<file path="src/rtl/i2c_cmd_arbiter.sv">
// Round-robin arbiter sharing one I2C command port among NUM_REQ sequencers.
// One transaction at a time, with a completion timeout and an enforced idle gap afterwards.
module i2c_cmd_arbiter #(
  parameter int NUM_REQ        = 4,
  parameter int TIMEOUT_CYCLES = 50000000,
  parameter int GAP_CYCLES     = 1024
) (
  input  logic                   clk,
  input  logic                   rst,
  input  logic [NUM_REQ-1:0]     req_valid,
  input  logic [NUM_REQ-1:0]     req_rw,
  input  logic [8*NUM_REQ-1:0]   req_id,
  input  logic [8*NUM_REQ-1:0]   req_addr,
  input  logic [8*NUM_REQ-1:0]   req_wdata,
  output logic [NUM_REQ-1:0]     req_ready,
  output logic [NUM_REQ-1:0]     rsp_done,
  output logic [NUM_REQ-1:0]     rsp_err,
  output logic [7:0]             rsp_rdata,
  output logic                   busy,
  output logic [7:0]             dbg_cstate,
  output logic                   IO_CONTROL_PULSE,
  output logic                   IO_CONTROL_RW,
  output logic [7:0]             IO_CONTROL_ID,
  output logic [7:0]             IO_ADDR_ADDR,
  output logic [7:0]             IO_WDATA_WDATA,
  input  logic [7:0]             IO_RDATA_RDATA,
  input  logic                   IO_CONTROL_CMPLT
);
  localparam int          IW  = (NUM_REQ > 1) ? $clog2(NUM_REQ) : 1;
  localparam logic [31:0] TMO = 32'(TIMEOUT_CYCLES);
  localparam logic [31:0] GAP = 32'(GAP_CYCLES);

  typedef enum logic [7:0] {
    S_IDLE  = 8'h00,
    S_ISSUE = 8'h01,
    S_WAIT  = 8'h02,
    S_RESP  = 8'h03,
    S_GAP   = 8'h04
  } state_t;

  typedef struct packed {
    logic       rw;
    logic [7:0] id;
    logic [7:0] addr;
    logic [7:0] wdata;
  } cmd_t;

  cmd_t [NUM_REQ-1:0] req_cmd;

  for (genvar i = 0; i < NUM_REQ; i++) begin : g_lane
    assign req_cmd[i] = {req_rw[i], req_id[8*i +: 8], req_addr[8*i +: 8], req_wdata[8*i +: 8]};
  end

  state_t               state_q;
  logic [IW-1:0]        last_q;
  logic [IW-1:0]        owner_q;
  logic [31:0]          cnt_q;
  logic [NUM_REQ-1:0]   ready_q;
  logic [NUM_REQ-1:0]   done_q;
  logic [NUM_REQ-1:0]   err_q;
  logic [7:0]           rdata_q;
  logic                 pulse_q;
  cmd_t                 io_q;

  logic [IW-1:0]        win;
  logic [IW-1:0]        cand;

  // Walk the search order backwards so the nearest pending requester after last_q wins.
  always_comb begin
    win  = last_q;
    cand = '0;
    for (int k = NUM_REQ; k >= 1; k--) begin
      cand = IW'((int'(last_q) + k) % NUM_REQ);
      if (req_valid[cand]) win = cand;
    end
  end

  function automatic logic [NUM_REQ-1:0] onehot(input logic [IW-1:0] idx);
    onehot      = '0;
    onehot[idx] = 1'b1;
  endfunction

  always_ff @(posedge clk or posedge rst) begin
    if (rst) begin
      state_q <= S_IDLE;
      last_q  <= IW'(NUM_REQ - 1);
      owner_q <= '0;
      cnt_q   <= '0;
      ready_q <= '0;
      done_q  <= '0;
      err_q   <= '0;
      rdata_q <= '0;
      pulse_q <= 1'b0;
      io_q    <= '0;
    end else begin
      ready_q <= '0;
      done_q  <= '0;
      err_q   <= '0;
      pulse_q <= 1'b0;
      unique case (state_q)
        S_IDLE: begin
          if (|req_valid) begin
            state_q <= S_ISSUE;
            last_q  <= win;
            owner_q <= win;
            io_q    <= req_cmd[win];
            pulse_q <= 1'b1;
            ready_q <= onehot(win);
          end
        end
        S_ISSUE: begin
          state_q <= S_WAIT;
          cnt_q   <= TMO;
        end
        S_WAIT: begin
          // Completion takes priority over a timer expiring in the same cycle.
          if (IO_CONTROL_CMPLT) begin
            rdata_q <= IO_RDATA_RDATA;
            done_q  <= onehot(owner_q);
            state_q <= S_RESP;
          end else if ((TMO != 32'd0) && (cnt_q == 32'd0)) begin
            rdata_q <= '0;
            done_q  <= onehot(owner_q);
            err_q   <= onehot(owner_q);
            state_q <= S_RESP;
          end else if (cnt_q != 32'd0) begin
            cnt_q <= cnt_q - 32'd1;
          end
        end
        S_RESP: begin
          if (GAP != 32'd0) begin
            state_q <= S_GAP;
            cnt_q   <= GAP - 32'd1;
          end else begin
            state_q <= S_IDLE;
          end
        end
        S_GAP: begin
          if (cnt_q == 32'd0) state_q <= S_IDLE;
          else                cnt_q   <= cnt_q - 32'd1;
        end
        default: state_q <= S_IDLE;
      endcase
    end
  end

  assign req_ready        = ready_q;
  assign rsp_done         = done_q;
  assign rsp_err          = err_q;
  assign rsp_rdata        = rdata_q;
  assign busy             = (state_q != S_IDLE);
  assign dbg_cstate       = state_q;
  assign IO_CONTROL_PULSE = pulse_q;
  assign IO_CONTROL_RW    = io_q.rw;
  assign IO_CONTROL_ID    = io_q.id;
  assign IO_ADDR_ADDR     = io_q.addr;
  assign IO_WDATA_WDATA   = io_q.wdata;

endmodule
</file>
<file path="config.mk">
export PLATFORM = sky130hd
export DESIGN_NAME = i2c_cmd_arbiter
export DESIGN_NICKNAME = d
export VERILOG_FILES = /design/src/rtl/i2c_cmd_arbiter.sv
export SDC_FILE = /design/constraint.sdc
export NUM_CORES = 1
export LEC_CHECK = 0
export CAP_MARGIN = 20
export CORE_UTILIZATION = 42
export CTS_BUF_LIST = sky130_fd_sc_hd__clkbuf_2
export DETAILED_ROUTE_END_ITERATION = 12
export PLACE_DENSITY = 0.89
export SYNTH_ARGS = -nofsm -noshare
export SYNTH_HDL_FRONTEND = slang
export SYNTH_SLANG_ARGS = --single-unit
</file>
<file path="constraint.sdc">
create_clock -name clk -period 3.1 [get_ports clk]
set_clock_uncertainty 0.2 [all_clocks]
set_input_delay 0.775 -clock clk [delete_from_list [all_inputs] [get_ports clk]]
set_output_delay 0.775 -clock clk [all_outputs]
set_load 0.01 [all_outputs]
</file>
# --- Word level (Yosys, flattened, before mapping) ---
# Index checks and enable logic that the tools add are counted.
totals:
  register_bits: 90
  in_bits: 115
  output_inout_bits: 55
  word_cells: 88
op_classes:
  n_addsub: 5
  order_cmp: 8
  n_eq_ne: 11
  mux: 38
  reduce_logical: 13
op_table:
  columns: ["op", "count"]
  rows:
  - ["two-way mux 32 bit", 4]
  - ["one-hot mux 32 bit (4 select lines)", 1]
  - ["binary-select mux 25 bit (select 2 bit)", 1]
  - ["two-way mux 8 bit", 5]
  - ["one-hot mux 8 bit (5 select lines)", 1]
  - ["logical NOT 32 bit", 1]
  - ["nonzero test 32 bit", 1]
  - ["subtractor 32 x 1 -> 32 bit, second input constant", 1]
  - ["two-way mux 4 bit", 7]
  - ["two-way mux 25 bit", 1]
  - ["< comparator 2 x 3 -> 1 bit, second input constant", 6]
  - ["== test 8 x 2 -> 1 bit, second input constant", 2]
  - ["inequality test 2 bit, second input constant", 6]
  - ["binary-select mux 1 bit (select 2 bit)", 4]
  - ["== test 8 x 1 -> 1 bit, second input constant", 1]
  - ["== test 8 x 3 -> 1 bit, second input constant", 1]
  - ["logical NOT 8 bit", 1]
  - ["two-way mux 1 bit", 8]
  - ["two-way mux 2 bit", 4]
  - ["nonzero test 8 bit", 1]
  - ["AND reduction 5 bit", 1]
  - ["adder 2 x 1 -> 2 bit, second input constant", 2]
  - ["adder 2 bit, second input constant", 2]
  - ["demux 1 bit (select 2 bit)", 2]
  - ["other kinds (8)", 11]

# --- Longest topological paths before layout ---
logic_depth:
  word_depth: 13
  ltp_mapped: 10

# --- Worst setup path before layout ---
# OpenSTA, ideal clock, no wires.
synth_timing:
  kind: "input to register"
  start: "in req_valid[1]"
  end: "reg io_q, in the netlist IO_ADDR_ADDR[7]"
  setup_ns: 0.142
  t_arrival_ns: 2.104
  required_time_ns: 2.758
  path_slack_ns: 0.654
  path_stages: 6
  path_buffers: 1
  cell_sequence: "or4_1 nand2_1 inv_1 o31ai_1 clkbuf_1 o221ai_1"
synth_via:
  elab_chain_len: 8
  word_cells_on_any_way: 16
  cone_classes: "mux: 14; reduce/logical: 2"
synth_rtl:
  columns: ["element", "line_no", "text"]
  rows:
  - ["start: declaration", "10", "input logic [NUM_REQ-1:0] req_valid,"]
  - ["binary-select mux 1 bit (select 2 bit)", "74", "if (req_valid[cand]) win = cand;"]
  - ["two-way mux 1 bit (implied by the code)", "74", null]
  - ["two-way mux 2 bit (4 in series)", "74", null]
  - ["binary-select mux 25 bit (select 2 bit)", "106", "io_q <= req_cmd[win];"]
  - ["two-way mux 25 bit (implied by the code)", "106", null]
  - ["end signal: assignment", "106", null]
  - ["end: declaration", "63", "cmd_t io_q;"]
# Parallel ways exist; a longest one is shown, timed or not. The select of a mux whose other input is x is not followed.
# A chain may end at the register's enable or synchronous reset.

# --- Worst setup path after layout ---
layout_timing:
  start: "reg state_q[0], in the netlist dbg_cstate[0]"
  end: "out busy"
layout_via:
  elab_chain_len: 1
layout_rtl:
  columns: ["element", "line_no", "text"]
  rows:
  - ["start: declaration", "54", "state_t state_q;"]
  - ["start signal: assignment", "85", "state_q <= S_IDLE;"]
  - ["start signal: assignment", "103", "state_q <= S_ISSUE;"]
  - ["start signal: assignment", "112", "state_q <= S_WAIT;"]
  - ["nonzero test 8 bit", "151", "assign busy = (state_q != S_IDLE);"]
  - ["end: declaration", "19", "output logic busy,"]
# Every way passes these cells.

==> results.md <==
- Status: finished clean
- Final Setup Violations: 0
- Fin crit share: 0.9463
- Initial antenna violation count: 0
- Hold Crit Start: IO_WDATA_WDATA[4]$_DFFE_PP0P_
- WS Path Type: reg -> out
- Drt via density: 6.084
- Total CTS buffers: 9
- Fmax: 340.9 MHz
- Synth Area in Compound Gates: 0.2080
- Ys Warns: 0
- WL met3: 1014 µm
- Worst setup SP type: flip-flop
- Peak supply drop: between 0.5 and 0.6 mV
- CP delay by family, top: flip-flops
- Async set-reset flop share out of synthesis: 1.000
- Post-Synth Simple-Gate Area: 0.1736
- Synth cell types: between 60 and 70
- Residual DRC: 0
- Total track usage: 0.2538
- Root Buffer: clkbuf_2
- CP Data Arrival Time: 1.96 ns
- Slowest-stage cell, CP: dfrtp_1
- Die Span Y: about 110 µm
- PnR worst setup slack: about 0.17 ns
- Leakage power figure: 0.002830 µW
- Via count: between 4,000 and 5,000
- Hold Fails Final Rpt: 0
- Input/output buffers: 164
- Core Util, Final: 0.6124
- Main combinational cell family by area after synthesis: compound AO/OA/AOI/OAI gates
- Seq/Total Area, Yosys: 0.4430
- Max_cap viols: 0
- Number of nets in the layout: 757
- Slew headroom: 0.2832
- M1 WL: just over 6000 µm
- RSZ-0062 raised after global routing: no
- Vias in the first global route: 4,651
- Worst Hold Depth: 2
- Placed Instances: 769
- Count of buffer and inverter cells on the critical path: 2
- CTS Buffer Depth: 2
- Crit Path Max Fanout: 13
- Min-Delay Path Class: reg -> reg
- Largest net degree at the start of global routing: 37
- Routed Antenna Nets: 0
- Synth Flop Type: dfrtp_1
- H-Tree Depth: 3
- R2r endpoint: rsp_rdata[1]$_DFFE_PP0P_
- Die span in x: 109.0 µm
- Worst-Skew Late Latency: 0.52 ns
- Die area: about 12,000 µm²
- First-pass GRT wire length: 23,270 µm
- Post-CTS setup buffers: 0
- Setup tns final: 0 ns
- Hold Path Sink: IO_WDATA_WDATA[4]$_DFFE_PP0P_
- Worst-path clk slew: 0.27 ns
- ANT cells: 0
- Share of cells above drive strength 1: 0.07442
- Critical path, cell by cell: nor3_2 -> inv_1 -> clkdlybuf4s50_1
- Met2 Wirelength: 7530 µm
- Crit path from: dbg_cstate[0]$_DFFE_PP0P_
- Critical Path RT: 2.12 ns
- First DRT Iteration DRCs: ~500
- # rows: 38
- CTS tree: done
- Reg2Reg Setup Slack: about 0.34 ns
- R2R depth: 5
- IO Pins: 170
- Avg Cell Area, Syn: 9.810 µm²
- Post-synthesis cell area: 4807 µm²
- GP Congestion: 0.8879
- Post-synthesis xor/xnor area fraction: 0.001822
- Number of flops mapped to enable cells by yosys: 0
- Drt total wl: 15,200 µm
- Synthesis-to-finish area growth: 39.93%
- Multiplexer share of the synthesized area: 0.1104
- Core ar.: 10,980 µm²
- R2r startpoint: cnt_q[26]$_DFFE_PP0P_
- Non-filler cells, final: 785
- Commonest non-fill, non-tap cells in the layout: clkdlybuf4s50_1, dfrtp_1, mux2i_1, nand2_1, a21oi_1
- Synth Instances: 490
- Crit-path max cell delay: 0.59 ns
- Number of synthesized register bits: 85
- Max-slew violations: 0
- Slew @ Worst Pin: 1.075 ns
- TritonRoute pass-1 iters: 5
- Period minus WS final: just under 3 ns
- DR WL/cell: 19.36 µm
- Clk sink count: 85
- Place WS: 0.04245 ns
- Adder-cell share of the synthesized area: 0.005206
- Grt ovf: 0
- Estimated wirelength of the detail-placed design: 11,460 µm
- Starting density of the core: 0.4377
- Commonest non-fill, non-tap cell in the layout: clkdlybuf4s50_1
- CP Capture Type: output port
- Highest metal used: met4
- Pwr Density: 855.2 nW/µm²
## state kept, by name, indices dropped and copies added, names as in the netlist
name / count
dbg_cstate: 3
IO_CONTROL_RW: 1
rsp_rdata: 8
req_ready: 4
rsp_done: 4
rsp_err: 4
IO_CONTROL_PULSE: 1
IO_CONTROL_ID: 8
IO_WDATA_WDATA: 8
last_q: 2
IO_ADDR_ADDR: 8
owner_q: 2
cnt_q: 32
## cell type report
type	count	area, µm²
multi-input cells	352	2447
clock inverters	7	72.57
flip-flops and latches	85	2130
well taps	140	175.2
repair buffers	179	1804
inverters	13	52.55
fillers	824	4257
clock buffers	9	45.04
## synthesized netlist by cell type (all sizes together), types with 9 or more instances
master,instances,area share
a31oi,17,0.022
a21oi,35,0.036
dfrtp,83,0.43
inv,13,0.010
clkbuf,21,0.017
buf,23,0.030
o22a,9,0.016
nor3,11,0.014
a22o,9,0.016
nand3,11,0.011
o221ai,25,0.046
mux2i,53,0.11
or4,12,0.020
nand2,41,0.033
nor2,34,0.027
## metrics by stage
step,power (µW),instance area (µm²),hold slack [ns]
floorplan,3870,4826,0.2645
global placement,4973,6604,0.2680
detailed placement,5132,6604,0.2730
CTS,5729,6721,0.3266
global route,6109,6726,0.3541
finish,5753,6726,0.3289
## how the worst max path moves through the flow
stage / to / slack [ns] / depth (start not counted)
finish: busy / 0.17 / 3
global route: busy / 0.07 / 3
CTS: busy / 0.06 / 3
detailed placement: IO_WDATA_WDATA[3]$_DFFE_PP0P_ / 0.04 / 5
global placement: IO_WDATA_WDATA[7]$_DFFE_PP0P_ / 0.14 / 5
floorplan: IO_ADDR_ADDR[7]$_DFFE_PP0P_ / 0.65 / 6
## power by group
| group | internal, µW | switching [µW] |
|---|---|---|
| Clock | 190 | 409 |
| Combinational | 1560 | 1710 |
| Sequential | 1500 | 383 |
## repair_timing
item / CTS / global route
gates resized for setup: 0 / 1
hold buffers: 0 / 0
endpoints found under the setup margin: 0 / 1
## routing by layer
layer | vias up | track usage
li1 | 2149 | -
met1 | 2325 | 0.3254
met2 | 255 | 0.4128
met3 | 47 | 0.04244
met4 | 0 | 0.1274
met5 | - | 0
## logic make-up after synthesis
group                      Yosys count
other                                1
buffers and inverters               57
and+or+nand+nor                    153
DFF                                 85
adders and majority gates            2
muxes                               53
xor gates and xnor gates             1
AOI/OAI and AO/OA                  138
## tightest hold or removal path, stage by stage, from the launching register on
cell and delay [ns]:
dfrtp_1 0.41, nand2_1 0.05, o221ai_1 0.06
No activity file was read; power rests on OpenSTA's default activity.
